$ cat src/rtl/hough_pre_seq.sv
// Sequencer for the Hough-vote datapath: sweeps N_PHI angle steps per edge pixel, then runs block_post.
// Latency: pixel accept to first vote 4 cycles, 4 cycles per later vote, done 1 cycle after j_gt_1000.
// Backpressure: a vote_ready stall holds VOTE with no datapath writes; pix_ready is high only in IDLE.
module hough_pre_seq #(
    parameter int          N_PHI         = 180,
    parameter logic [10:0] CTRL_POST_RUN = 11'h000
) (
    input  logic        clk,
    input  logic        reset,
    input  logic        pix_valid,
    input  logic [15:0] pix_x,
    input  logic [15:0] pix_y,
    output logic        pix_ready,
    input  logic        frame_end,
    output logic [15:0] x,
    output logic [15:0] y,
    output logic [29:0] ctrl_pre,
    output logic [10:0] ctrl_post,
    output logic        reset_pre,
    output logic        reset_post,
    input  logic [15:0] r_pre,
    input  logic        j_gt_1000,
    output logic        vote_valid,
    output logic [7:0]  vote_phi,
    output logic [15:0] vote_r,
    input  logic        vote_ready,
    output logic        busy,
    output logic        done
);

    typedef enum logic [3:0] {
        S_IDLE,
        S_LOAD,
        S_ANG,
        S_XCOS,
        S_YSIN,
        S_RSUM,
        S_VOTE,
        S_POSTRST,
        S_POST
    } state_t;

    typedef struct packed {
        logic [6:0] mul_a;
        logic [6:0] mul_b;
        logic [4:0] add_a;
        logic [3:0] add_b;
        logic       wr1;
        logic       wr2;
        logic       wr3;
        logic [2:0] ctrl_adder;
        logic       smux_gt90;
    } ctrl_pre_t;

    localparam logic [7:0] PHI_LAST = 8'(N_PHI - 1);

    state_t    state;
    state_t    state_nxt;
    ctrl_pre_t ctrl;
    logic [7:0] phi_cnt;
    logic       last_phi;

    assign last_phi = (phi_cnt == PHI_LAST);
    assign vote_phi = phi_cnt;
    assign ctrl_pre = ctrl;

    always_ff @(posedge clk or negedge reset) begin
        if (!reset) begin
            state <= S_IDLE;
        end else begin
            state <= state_nxt;
        end
    end

    always_comb begin
        state_nxt = state;
        case (state)
            S_IDLE: begin
                // a waiting pixel is served before the frame is closed
                if (pix_valid) begin
                    state_nxt = S_LOAD;
                end else if (frame_end) begin
                    state_nxt = S_POSTRST;
                end
            end
            S_LOAD:    state_nxt = S_XCOS;
            S_ANG:     state_nxt = S_XCOS;
            S_XCOS:    state_nxt = S_YSIN;
            S_YSIN:    state_nxt = S_RSUM;
            S_RSUM:    state_nxt = S_VOTE;
            S_VOTE: begin
                if (vote_ready) begin
                    state_nxt = last_phi ? S_IDLE : S_ANG;
                end
            end
            S_POSTRST: state_nxt = S_POST;
            S_POST: begin
                if (j_gt_1000) begin
                    state_nxt = S_IDLE;
                end
            end
            default:   state_nxt = S_IDLE;
        endcase
    end

    always_comb begin
        ctrl       = '0;
        ctrl_post  = '0;
        reset_pre  = 1'b0;
        reset_post = 1'b0;
        pix_ready  = 1'b0;
        vote_valid = 1'b0;
        busy       = (state != S_IDLE);
        case (state)
            S_IDLE:    pix_ready = 1'b1;
            S_LOAD:    reset_pre = 1'b1;
            S_XCOS: begin
                ctrl.mul_a[6] = 1'b1;
                ctrl.mul_b[3] = 1'b1;
                ctrl.wr2      = 1'b1;
            end
            S_YSIN: begin
                ctrl.mul_a[5] = 1'b1;
                ctrl.mul_b[4] = 1'b1;
                ctrl.wr3      = 1'b1;
            end
            S_RSUM: begin
                // R3 + R2 is routed back through the multiplier as K * out_add to form r
                ctrl.add_a[3] = 1'b1;
                ctrl.add_b[2] = 1'b1;
                ctrl.mul_a[4] = 1'b1;
                ctrl.mul_b[5] = 1'b1;
            end
            S_VOTE:    vote_valid = 1'b1;
            S_ANG: begin
                ctrl.add_a[2]         = 1'b1;
                ctrl.add_b[3]         = 1'b1;
                ctrl.wr1              = 1'b1;
                ctrl.ctrl_adder[2]    = 1'b1;
            end
            S_POSTRST: reset_post = 1'b1;
            S_POST:    ctrl_post = CTRL_POST_RUN;
            default:   ;
        endcase
    end

    always_ff @(posedge clk or negedge reset) begin
        if (!reset) begin
            x       <= '0;
            y       <= '0;
            phi_cnt <= '0;
            vote_r  <= '0;
            done    <= 1'b0;
        end else begin
            done <= (state == S_POST) && j_gt_1000;
            if (pix_ready && pix_valid) begin
                x       <= pix_x;
                y       <= pix_y;
                phi_cnt <= '0;
            end
            if (state == S_ANG) begin
                phi_cnt <= phi_cnt + 8'd1;
            end
            if (state == S_RSUM) begin
                vote_r <= r_pre;
            end
        end
    end

endmodule

$ cat config.mk
export PLATFORM = sky130hd
export DESIGN_NAME = hough_pre_seq
export DESIGN_NICKNAME = d
export VERILOG_FILES = /design/src/rtl/hough_pre_seq.sv
export SDC_FILE = /design/constraint.sdc
export NUM_CORES = 1
export LEC_CHECK = 0
export BUFFER_PORTS_ARGS = -buffer_cell sky130_fd_sc_hd__buf_4
export CORE_MARGIN = 10
export CORE_UTILIZATION = 41
export DETAILED_ROUTE_END_ITERATION = 16
export PLACE_DENSITY = 0.77
export SLEW_MARGIN = 15
export SYNTH_ARGS = -nofsm -noshare
export SYNTH_HDL_FRONTEND = slang
export SYNTH_SLANG_ARGS = --single-unit
$ cat constraint.sdc
create_clock -name clk -period 1.65 [get_ports clk]
set_input_delay 0.165 -clock clk [delete_from_list [all_inputs] [get_ports clk]]
set_output_delay 0.165 -clock clk [all_outputs]
set_load 0.02 [all_outputs]
==> impl_metrics.toml, run 1 <==
[status]
status = "complete, but fails checks"
violations = "negative setup slack"

[critical_path]
end_kind = "output pin"
rr_startpoint = "state[1]"
slowest_stage = "or4_4"
crit_chain = "or4_4 > buf_6 > buf_6"
cp-start-kind = "register"
worstSetupPathType = "reg2out"
reg2reg_depth = 5
r2r_end = "y[2]"
path_max_fanout = 5
reg2reg_setup_slack_ps = -50
slowest_delay_ps = 590
crit_required_ps = 1480
cp_common_cell = "buf_6"
arrival_ps = 1570

[placed_design]
io_buffers = 129
dp_hpwl_mm = 6.028
place_congestion = 0.7980

[synth]
async_reset_ff_share_pct = 100.0
ys_types = 39
avgSynthCellArea_um2 = 13.20
ys_warn_count = 0
synth.most_common_cell = "dfrtp_1"
synth_top_area_share_pct = 51.61
ys_top_cells_by_area = "dfrtp_1 (52%), mux2_4 (15%), buf_4 (9.6%), mux2_2 (6.9%), mux2i_1 (1.4%)"
yosysSeqAreaShare_pct = 51.61
synth-edff-count = 0
yosys.area.top_type = "dfrtp_1"
ys_ff_latch = 61
ys_top_cells_by_count = "dfrtp_1 (61), buf_4 (38), mux2_4 (30), mux2_2 (18), o21ai_0 (7)"
synth_area_um2 = 2958
synth_cells = 224
ys.flop_type = "dfrtp_1"

[final_layout]
num_antenna_cells = 0
fill_cells = 553
multiInputGateArea_um2 = 1310
syn_to_final_growth_pct = 49.53
layout-drive-gt1-share_pct = 61.08
nets = 420
fin_util_pct = 64.04
seq_area_um2 = 1526

[global_route]
grt_pass1_vias = 2351
grt_overflow = 0
grt_max_degree = 62
antenna_found_initial = 0
grt_first_pass_wirelength_mm = 13.30
gr-usage-all-layers_pct = 15.14

[timing]
slew-limit-headroom_pct = 47.88
holdWs_ps = 22.77
setup_violations = 31
period_minus_slack_ps = 1732
hold_viol = 0
setup_ws_ps = -82.42
slew_viol_final = 0
finClkSkew_ps = 13.12
fmax_mhz = 577.2
tightest_slew_ps = 781.8
fin_crit_sh_pct = 105.0
rsz0062_at_grt = "yes"

[clock_tree]
cts_buffers = 9
clockRootBuffer = "clkbuf_8"
cts_tree = "yes"
cts.sinks = 61
cts_max_level = 3
clock_path_buffers = 2
path_clk_slew_ps = 70
clock_latency_ps = 330

[routing]
ant_nets = 0
routed_wl_mm = 8.489
wl_per_cell_um = 18.22
via_count = 2185
drt_iter0_drc = 37
via_per_inst = 4.689
first_pass_iters = 4
drc = 0

[floorplan]
fp.coreArea_um2 = 6907
num_rows = 30
dieArea_um2 = 11010
die_x_um = 104.9
io_pins = 157
die_h_um = 104.9
initial_core_util_pct = 42.83

[power_and_ir_drop]
finalPower_mw = 9.584
power_density_nw_per_um2 = 2167
leakage_nw = 2.267
ir_worst_vdd_mv = 1.073

[worst_hold_path]
hold_path_end = "state[3]"
hold_depth = 2
min_path_type = "in2reg"
min-delay-start = "j_gt_1000"

[flow_run]
maxCapViolations = 0
[report_power, final]
group / internal [mW] / switching [mW]
sequential: 2.22 / 0.492
clock: 0.889 / 0.600
combinational: 2.74 / 2.64
total: 5.85 / 3.74
[area by class of cell]
| cell class | count | area share (%) |
|---|---|---|
| clock buffers | 10 | 3.112 |
| clock inverters | 6 | 1.952 |
| inverters | 5 | 0.7072 |
| multi-input cells | 140 | 29.62 |
| flip-flops and latches | 61 | 34.51 |
| well taps | 96 | 2.716 |
| repair buffers | 148 | 27.38 |
[placed cells by master (no fill, tap or decap), types with 2 or more instances in the layout]
master / n
a211oi_1: 2
a21oi_1: 3
a31oi_1: 2
and3_1: 3
buf_12: 3
buf_4: 133
buf_6: 8
bufinv_16: 2
clkbuf_8: 10
clkinv_2: 2
conb_1: 27
dfrtp_1: 61
inv_1: 4
mux2_2: 18
mux2_4: 30
mux2i_1: 4
nand2_1: 4
nand2_8: 4
nand2b_1: 2
nand2b_4: 2
nand3_1: 3
nor2_1: 5
nor3_1: 2
nor3_4: 2
o21ai_0: 7
o22ai_1: 2
[how the worst max path moves through the flow]
stage | startpoint | to | slack, ps | depth (start not counted)
6_report | state[1] | busy | -80 | 3
5_1_grt | state[1] | busy | -130 | 3
4_1_cts | state[2] | busy | -110 | 3
3_5_place_dp | state[3] | y[11] | -200 | 4
3_3_place_gp | state[3] | x[1] | -150 | 4
2_1_floorplan | state[3] | x[0] | -70 | 6
[kinds of logic (layout without fill, tap and decap cells)]
logic type                 Yosys count  count (layout)  share of synthesized area [%]
AOI/OAI and AO/OA                   21              21                          4.526
and+or+nand+nor                     35              38                          7.149
DFF                                 61              61                          51.61
buffers and inverters               52             169                          12.39
other                                1              27                         0.1268
muxes                               52              52                          23.43
adders and majority gates            2               2                         0.7614
[worst max-delay path: cells and delay by family (launching register included)]
family,cells,cell delay [ps]
buffers and inverters,2,280
flip-flops,1,380
AND/OR/NAND/NOR,1,590
[stage by stage]
step / std cells / worst slack (ps) / setup TNS [ps] / cell area, µm²
after floorplan: 250 / -69.31 / -2230 / 3122
after global placement: 435 / -150.8 / -4750 / 3905
after detailed placement: 435 / -195.5 / -5873 / 3905
after CTS: 464 / -114.0 / -1540 / 4372
after global routing: 466 / -131.4 / -3043 / 4423
final: 466 / -82.42 / -1179 / 4423
[layer usage]
| metal | track usage (%) | routed length [µm] | part of all wire, % |
|---|---|---|---|
| met1 | 18.36 | 3649 | 43 |
| met2 | 23.18 | 3964 | 47 |
| met3 | 5.835 | 684 | 8.1 |
| met4 | 7.059 | 191 | 2.2 |
| met5 | 0 | 0 | 0 |
[registers in the layout (all words and copies together), names as in the netlist]
name and cells:
done 1, state 4, vote_phi 8, vote_r 16, x 16, y 16
[repair_timing]
action | in CTS | in global routing
hold buffers | 1 | 0
endpoints found under the hold margin | 61 | 0
endpoints found under the setup margin | 49 | 52
cloned | 5 | 1
pin swaps | 6 | 4
buffers inserted | 7 | 1
gates resized for setup | 14 | 10
(Power assumes the default switching activity.)
==> run 2, diff against run 1 <==
--- a/config.mk
+++ b/config.mk
@@ -7,9 +7,9 @@
 export LEC_CHECK = 0
 export BUFFER_PORTS_ARGS = -buffer_cell sky130_fd_sc_hd__buf_4
 export CORE_MARGIN = 10
-export CORE_UTILIZATION = 41
+export CORE_UTILIZATION = 49
 export DETAILED_ROUTE_END_ITERATION = 16
-export PLACE_DENSITY = 0.77
+export PLACE_DENSITY = 0.86
 export SLEW_MARGIN = 15
 export SYNTH_ARGS = -nofsm -noshare
 export SYNTH_HDL_FRONTEND = slang
==> constraint.sdc (replaced) <==
create_clock -name clk -period 2.05 [get_ports clk]
set_input_delay 0.205 -clock clk [delete_from_list [all_inputs] [get_ports clk]]
set_output_delay 0.205 -clock clk [all_outputs]
set_load 0.02 [all_outputs]
==> run 2 against run 1 <==
Against the previous run:
- the run now ends clean
- hold slack better by 29 ps
- critical path type is now reg2reg
- largest cell class unchanged
- largest power group unchanged
- global-route usage up 0.41 points
- highest routed layer unchanged
- wire length is 10% lower
==> impl_metrics.toml, run 2 (synthesis gave the netlist of run 1 again) <==
[final_layout]
layout-drive-gt1-share_pct = 57.58
layout_common_cells = "buf_4 (136), dfrtp_1 (61), mux2_4 (30), conb_1 (27), mux2_2 (18)"
top_regs = "vote_r (16), x (16), y (16)"
mostFrequentLayoutCell = "buf_4"
fill_cells = 473
syn_to_final_growth_pct = 38.20
num_antenna_cells = 0
fin_util_pct = 69.45
nets = 406

[critical_path]
rr_startpoint = "state[0]"
path_max_fanout = 32
slowest_stage = "or4_1"
crit_chain = "or4_1 > clkinv_2 > nand2_4 > mux2_4"
arrival_ps = 2120
cp-startpoint = "state[0]"
end_kind = "register"
reg2reg_depth = 4
r2r_end = "y[0]"
crit_path_end = "y[0]"
worstSetupPathType = "reg2reg"
crit_required_ps = 2250
slowest_delay_ps = 580
cp-start-kind = "register"
reg2reg_setup_slack_ps = 140

[power_and_ir_drop]
power_density_nw_per_um2 = 1773
ir_worst_vdd_mv = 0.9370
finalPower_mw = 7.248
leakage_nw = 2.157

[timing]
setup_violations = 0
finClkSkew_ps = 6.360
rsz0062_at_grt = "no"
setup_ws_ps = 135.5
slew-limit-headroom_pct = 49.79
setup_tns_ps = 0
tightest_slew_ps = 753.2
period_minus_slack_ps = 1915
slew_viol_final = 0
fmax_mhz = 522.3
fin_crit_sh_pct = 93.39
hold_viol = 0

[floorplan]
die_h_um = 97.70
fp.coreArea_um2 = 5886
die_x_um = 97.70
num_rows = 28
io_pins = 157
initial_core_util_pct = 50.26
dieArea_um2 = 9544

[global_route]
grt_max_degree = 62
grt_first_pass_wirelength_mm = 12.13
grt_pass1_vias = 2190
gr-usage-all-layers_pct = 15.55
antenna_found_initial = 0
grt_overflow = 0

[routing]
drt_iter0_drc = 42
wl_per_cell_um = 17.66
first_pass_iters = 6
drc = 0
via_count = 2070
routed_wl_mm = 7.613
via_per_inst = 4.803
ant_nets = 0

[clock_tree]
path_clk_slew_ps = 70
cts_buffers = 9
cts_setup_buffers = 0
clock_path_buffers = 2
ctsResizeCount = 0
cts.sinks = 61
cts_tree = "yes"
ctsHoldBuffers = 1
clock_latency_ps = 320
cts_max_level = 3
clockRootBuffer = "clkbuf_8"

[status]
status = "completed"

[placed_design]
dp_hpwl_mm = 6.017
place_congestion = 0.7599
dp_worst_setup_slack_ps = 131.1
io_buffers = 129

[worst_hold_path]
min_path_type = "in2reg"
min-delay-start = "j_gt_1000"

[flow_run]
maxCapViolations = 0
==> run 2: changes by cell type in the layout (fill, tap and decap cells not counted), moves of 2 or more <==
cell | before | now
nand2b_4 | 2 | 0
nand2_8 | 4 | 0
buf_12 | 3 | 0
buf_6 | 8 | 0
clkinv_4 | 1 | 3
buf_4 | 133 | 136
nor3_1 | 2 | 4
nand2b_1 | 2 | 4
nor3_4 | 2 | 0
==> run 2: how the worst min path moves through the flow <==
stage / to / slack (ps) / cells after the start
after floorplan: done / -90 / 0
after global placement: vote_r[4] / 320 / 1
after detailed placement: vote_r[2] / 330 / 1
after CTS: state[3] / 40 / 2
after global routing: state[3] / 40 / 2
final: state[3] / 50 / 2
==> run 2: per-stage QoR <==
stage	instance area, µm²	std cells	hold slack (ps)
after CTS	4088	431	39.15
final	4088	431	51.87
after floorplan	3055	250	-90.59
after global placement	3830	414	323.6
after global routing	4088	431	40.62
after detailed placement	3830	414	325.8
==> run 2: cell type report <==
| class | instances | area (µm²) | share of cell area [%] |
|---|---|---|---|
| sequential | 61 | 1526 | 37.34 |
| tap | 75 | 93.84 | 2.296 |
| clock buffer | 9 | 123.9 | 3.030 |
| inverter | 5 | 20.02 | 0.4897 |
| clock inverter | 7 | 123.9 | 3.030 |
| timing repair buffer | 137 | 1031 | 25.22 |
| multi-input combinational | 137 | 1169 | 28.59 |
==> run 2: critical path: cells and delay by family (launching register included) <==
| family | cells | cell delay (ps) |
|---|---|---|
| AND/OR/NAND/NOR | 2 | 890 |
| multiplexers | 1 | 420 |
| flip-flops | 1 | 370 |
| buffers and inverters | 1 | 100 |
==> run 2: power breakdown <==
group          leakage (nW)  switching (mW)  total (mW)  internal (mW)
Clock                 0.120           0.483        1.30          0.813
Combinational          1.30            1.92        3.78           1.86
Sequential            0.742           0.384        2.17           1.79
==> run 2: routing by layer <==
layer / part of all wire, % / track usage [%]
met5: 0 / 0
met4: 1.1 / 4.810
met3: 6.5 / 5.263
met2: 49 / 25.34
met1: 43 / 18.87
==> run 3, diff against run 2 <==
--- a/config.mk
+++ b/config.mk
@@ -10,6 +10,7 @@
 export CORE_UTILIZATION = 49
 export DETAILED_ROUTE_END_ITERATION = 16
 export PLACE_DENSITY = 0.86
+export RECOVER_POWER = 50
 export SLEW_MARGIN = 15
 export SYNTH_ARGS = -nofsm -noshare
 export SYNTH_HDL_FRONTEND = slang
==> run 3 against run 2 <==
Against the previous run:
- global-route usage unchanged
- clock skew about the same
- wire length increased by 0.79%
- fmax is 0.24% lower
- setup slack worse by 4.5 ps
- critical path type unchanged
- largest cell class unchanged
- highest routed layer unchanged
==> impl_metrics.toml, run 3 (synthesis gave the netlist of run 1 again) <==
[worst_hold_path]
min-delay-start = "j_gt_1000"
hold_depth = 2
hold_path_end = "state[3]"
min_path_type = "in2reg"

[critical_path]
slowest_stage = "or4_1"
arrival_ps = 2120
reg2reg_setup_slack_ps = 130
end_kind = "register"
crit_chain = "or4_1 > clkinv_2 > nand2_4 > mux2_4"
r2r_end = "x[4]"
cp-start-kind = "register"
reg2reg_depth = 4
rr_startpoint = "state[0]"
slowest_delay_ps = 580
path_max_fanout = 32
crit_required_ps = 2250
worstSetupPathType = "reg2reg"

[floorplan]
fp.coreArea_um2 = 5886
die_h_um = 97.70
num_rows = 28
dieArea_um2 = 9544
initial_core_util_pct = 50.26
die_x_um = 97.70
io_pins = 157

[power_and_ir_drop]
leakage_nw = 1.975
ir_worst_vdd_mv = 0.8162
power_density_nw_per_um2 = 1755

[global_route]
grt_pass1_vias = 2190
grt_max_degree = 62
gr-usage-all-layers_pct = 15.55
grt_first_pass_wirelength_mm = 12.13
grt_overflow = 0
antenna_found_initial = 0

[clock_tree]
cts_max_level = 3
cts_buffers = 9
clock_latency_ps = 330
clock_path_buffers = 2
cts_setup_buffers = 0
path_clk_slew_ps = 70
clockRootBuffer = "clkbuf_8"
cts_tree = "yes"
cts.sinks = 61

[timing]
fin_crit_sh_pct = 93.61
fmax_mhz = 521.1
setup_violations = 0
hold_viol = 0
finClkSkew_ps = 6.630
setup_tns_ps = 0
period_minus_slack_ps = 1919
slew-limit-headroom_pct = 1.445
rsz0062_at_grt = "no"
slew_viol_final = 0
tightest_slew_ps = 1478

[final_layout]
layout-drive-gt1-share_pct = 43.82
final_cell_area_um2 = 3901
num_antenna_cells = 0
mostFrequentLayoutCell = "buf_4"
layout_common_cells = "buf_4 (86), dfrtp_1 (61), clkbuf_1 (49), mux2_4 (30), conb_1 (27)"
nets = 406
fill_cells = 511
instances_no_fill = 431
syn_to_final_growth_pct = 31.90
top_regs = "vote_r (16), x (16), y (16)"

[routing]
drt_iter0_drc = 49
wl_per_cell_um = 17.80
routed_wl_mm = 7.673
ant_nets = 0
first_pass_iters = 4
drc = 0
via_per_inst = 4.807
via_count = 2072

[flow_run]
maxCapViolations = 0

[placed_design]
placed_cell_area_um2 = 3830
place_congestion = 0.7599
dp_hpwl_mm = 6.017
dp.cells = 414
io_buffers = 129

[status]
status = "completed"
-- run 3: repair_timing --
item,CTS,global route
endpoints found under the hold margin,61,0
hold buffers,1,0
resized for setup,0,0
-- run 3: layout make-up --
class	count	area, µm²	area share (%)
clock buffers	9	123.9	3.175
clock inverters	7	123.9	3.175
inverters	5	20.02	0.5131
multi-input cells	137	1169	29.96
flip-flops and latches	61	1526	39.13
well taps	75	93.84	2.405
repair buffers	137	844.6	21.65
-- run 3: worst max-delay path, delay by kind of cell (launching register included) --
family	cells	cell delay, ps
multiplexers	1	420
AND/OR/NAND/NOR	2	900
flip-flops	1	370
buffers and inverters	1	100
-- run 3: how the worst max path moves through the flow --
stage / slack, ps / from / to / cells after the start
floorplan: 180 / state[2] / state[1] / 4
global placement: 180 / state[0] / y[9] / 4
detailed placement: 130 / state[0] / x[4] / 4
CTS: 110 / state[0] / y[0] / 4
global route: 60 / state[0] / x[4] / 4
finish: 130 / state[0] / x[4] / 4
-- run 3: routing by layer --
layer	up-vias	wire (µm)	share of wire, %	GRT usage [%]
li1	973	-	-	-
met1	991	3409	44	18.87
met2	100	3723	49	25.34
met3	8	459	6.0	5.263
met4	0	80	1.0	4.810
met5	-	0	0	0
-- run 3: where the power goes --
group / internal (mW) / switching (mW)
Sequential: 1.79 / 0.374
Combinational: 1.46 / 1.93
Clock: 0.813 / 0.485
-- run 3: through the flow --
step | util, % | power [mW] | hold WS (ps) | worst slack [ps]
after floorplan | - | 4.560 | -90.59 | 181.8
after global placement | 65.07 | 5.882 | 323.6 | 177.4
after detailed placement | 65.07 | 6.016 | 325.8 | 131.1
after CTS | 69.45 | 7.335 | 39.15 | 114.6
after global routing | 66.28 | 7.269 | 40.62 | 61.20
final | 66.28 | 6.846 | 52.46 | 131.0
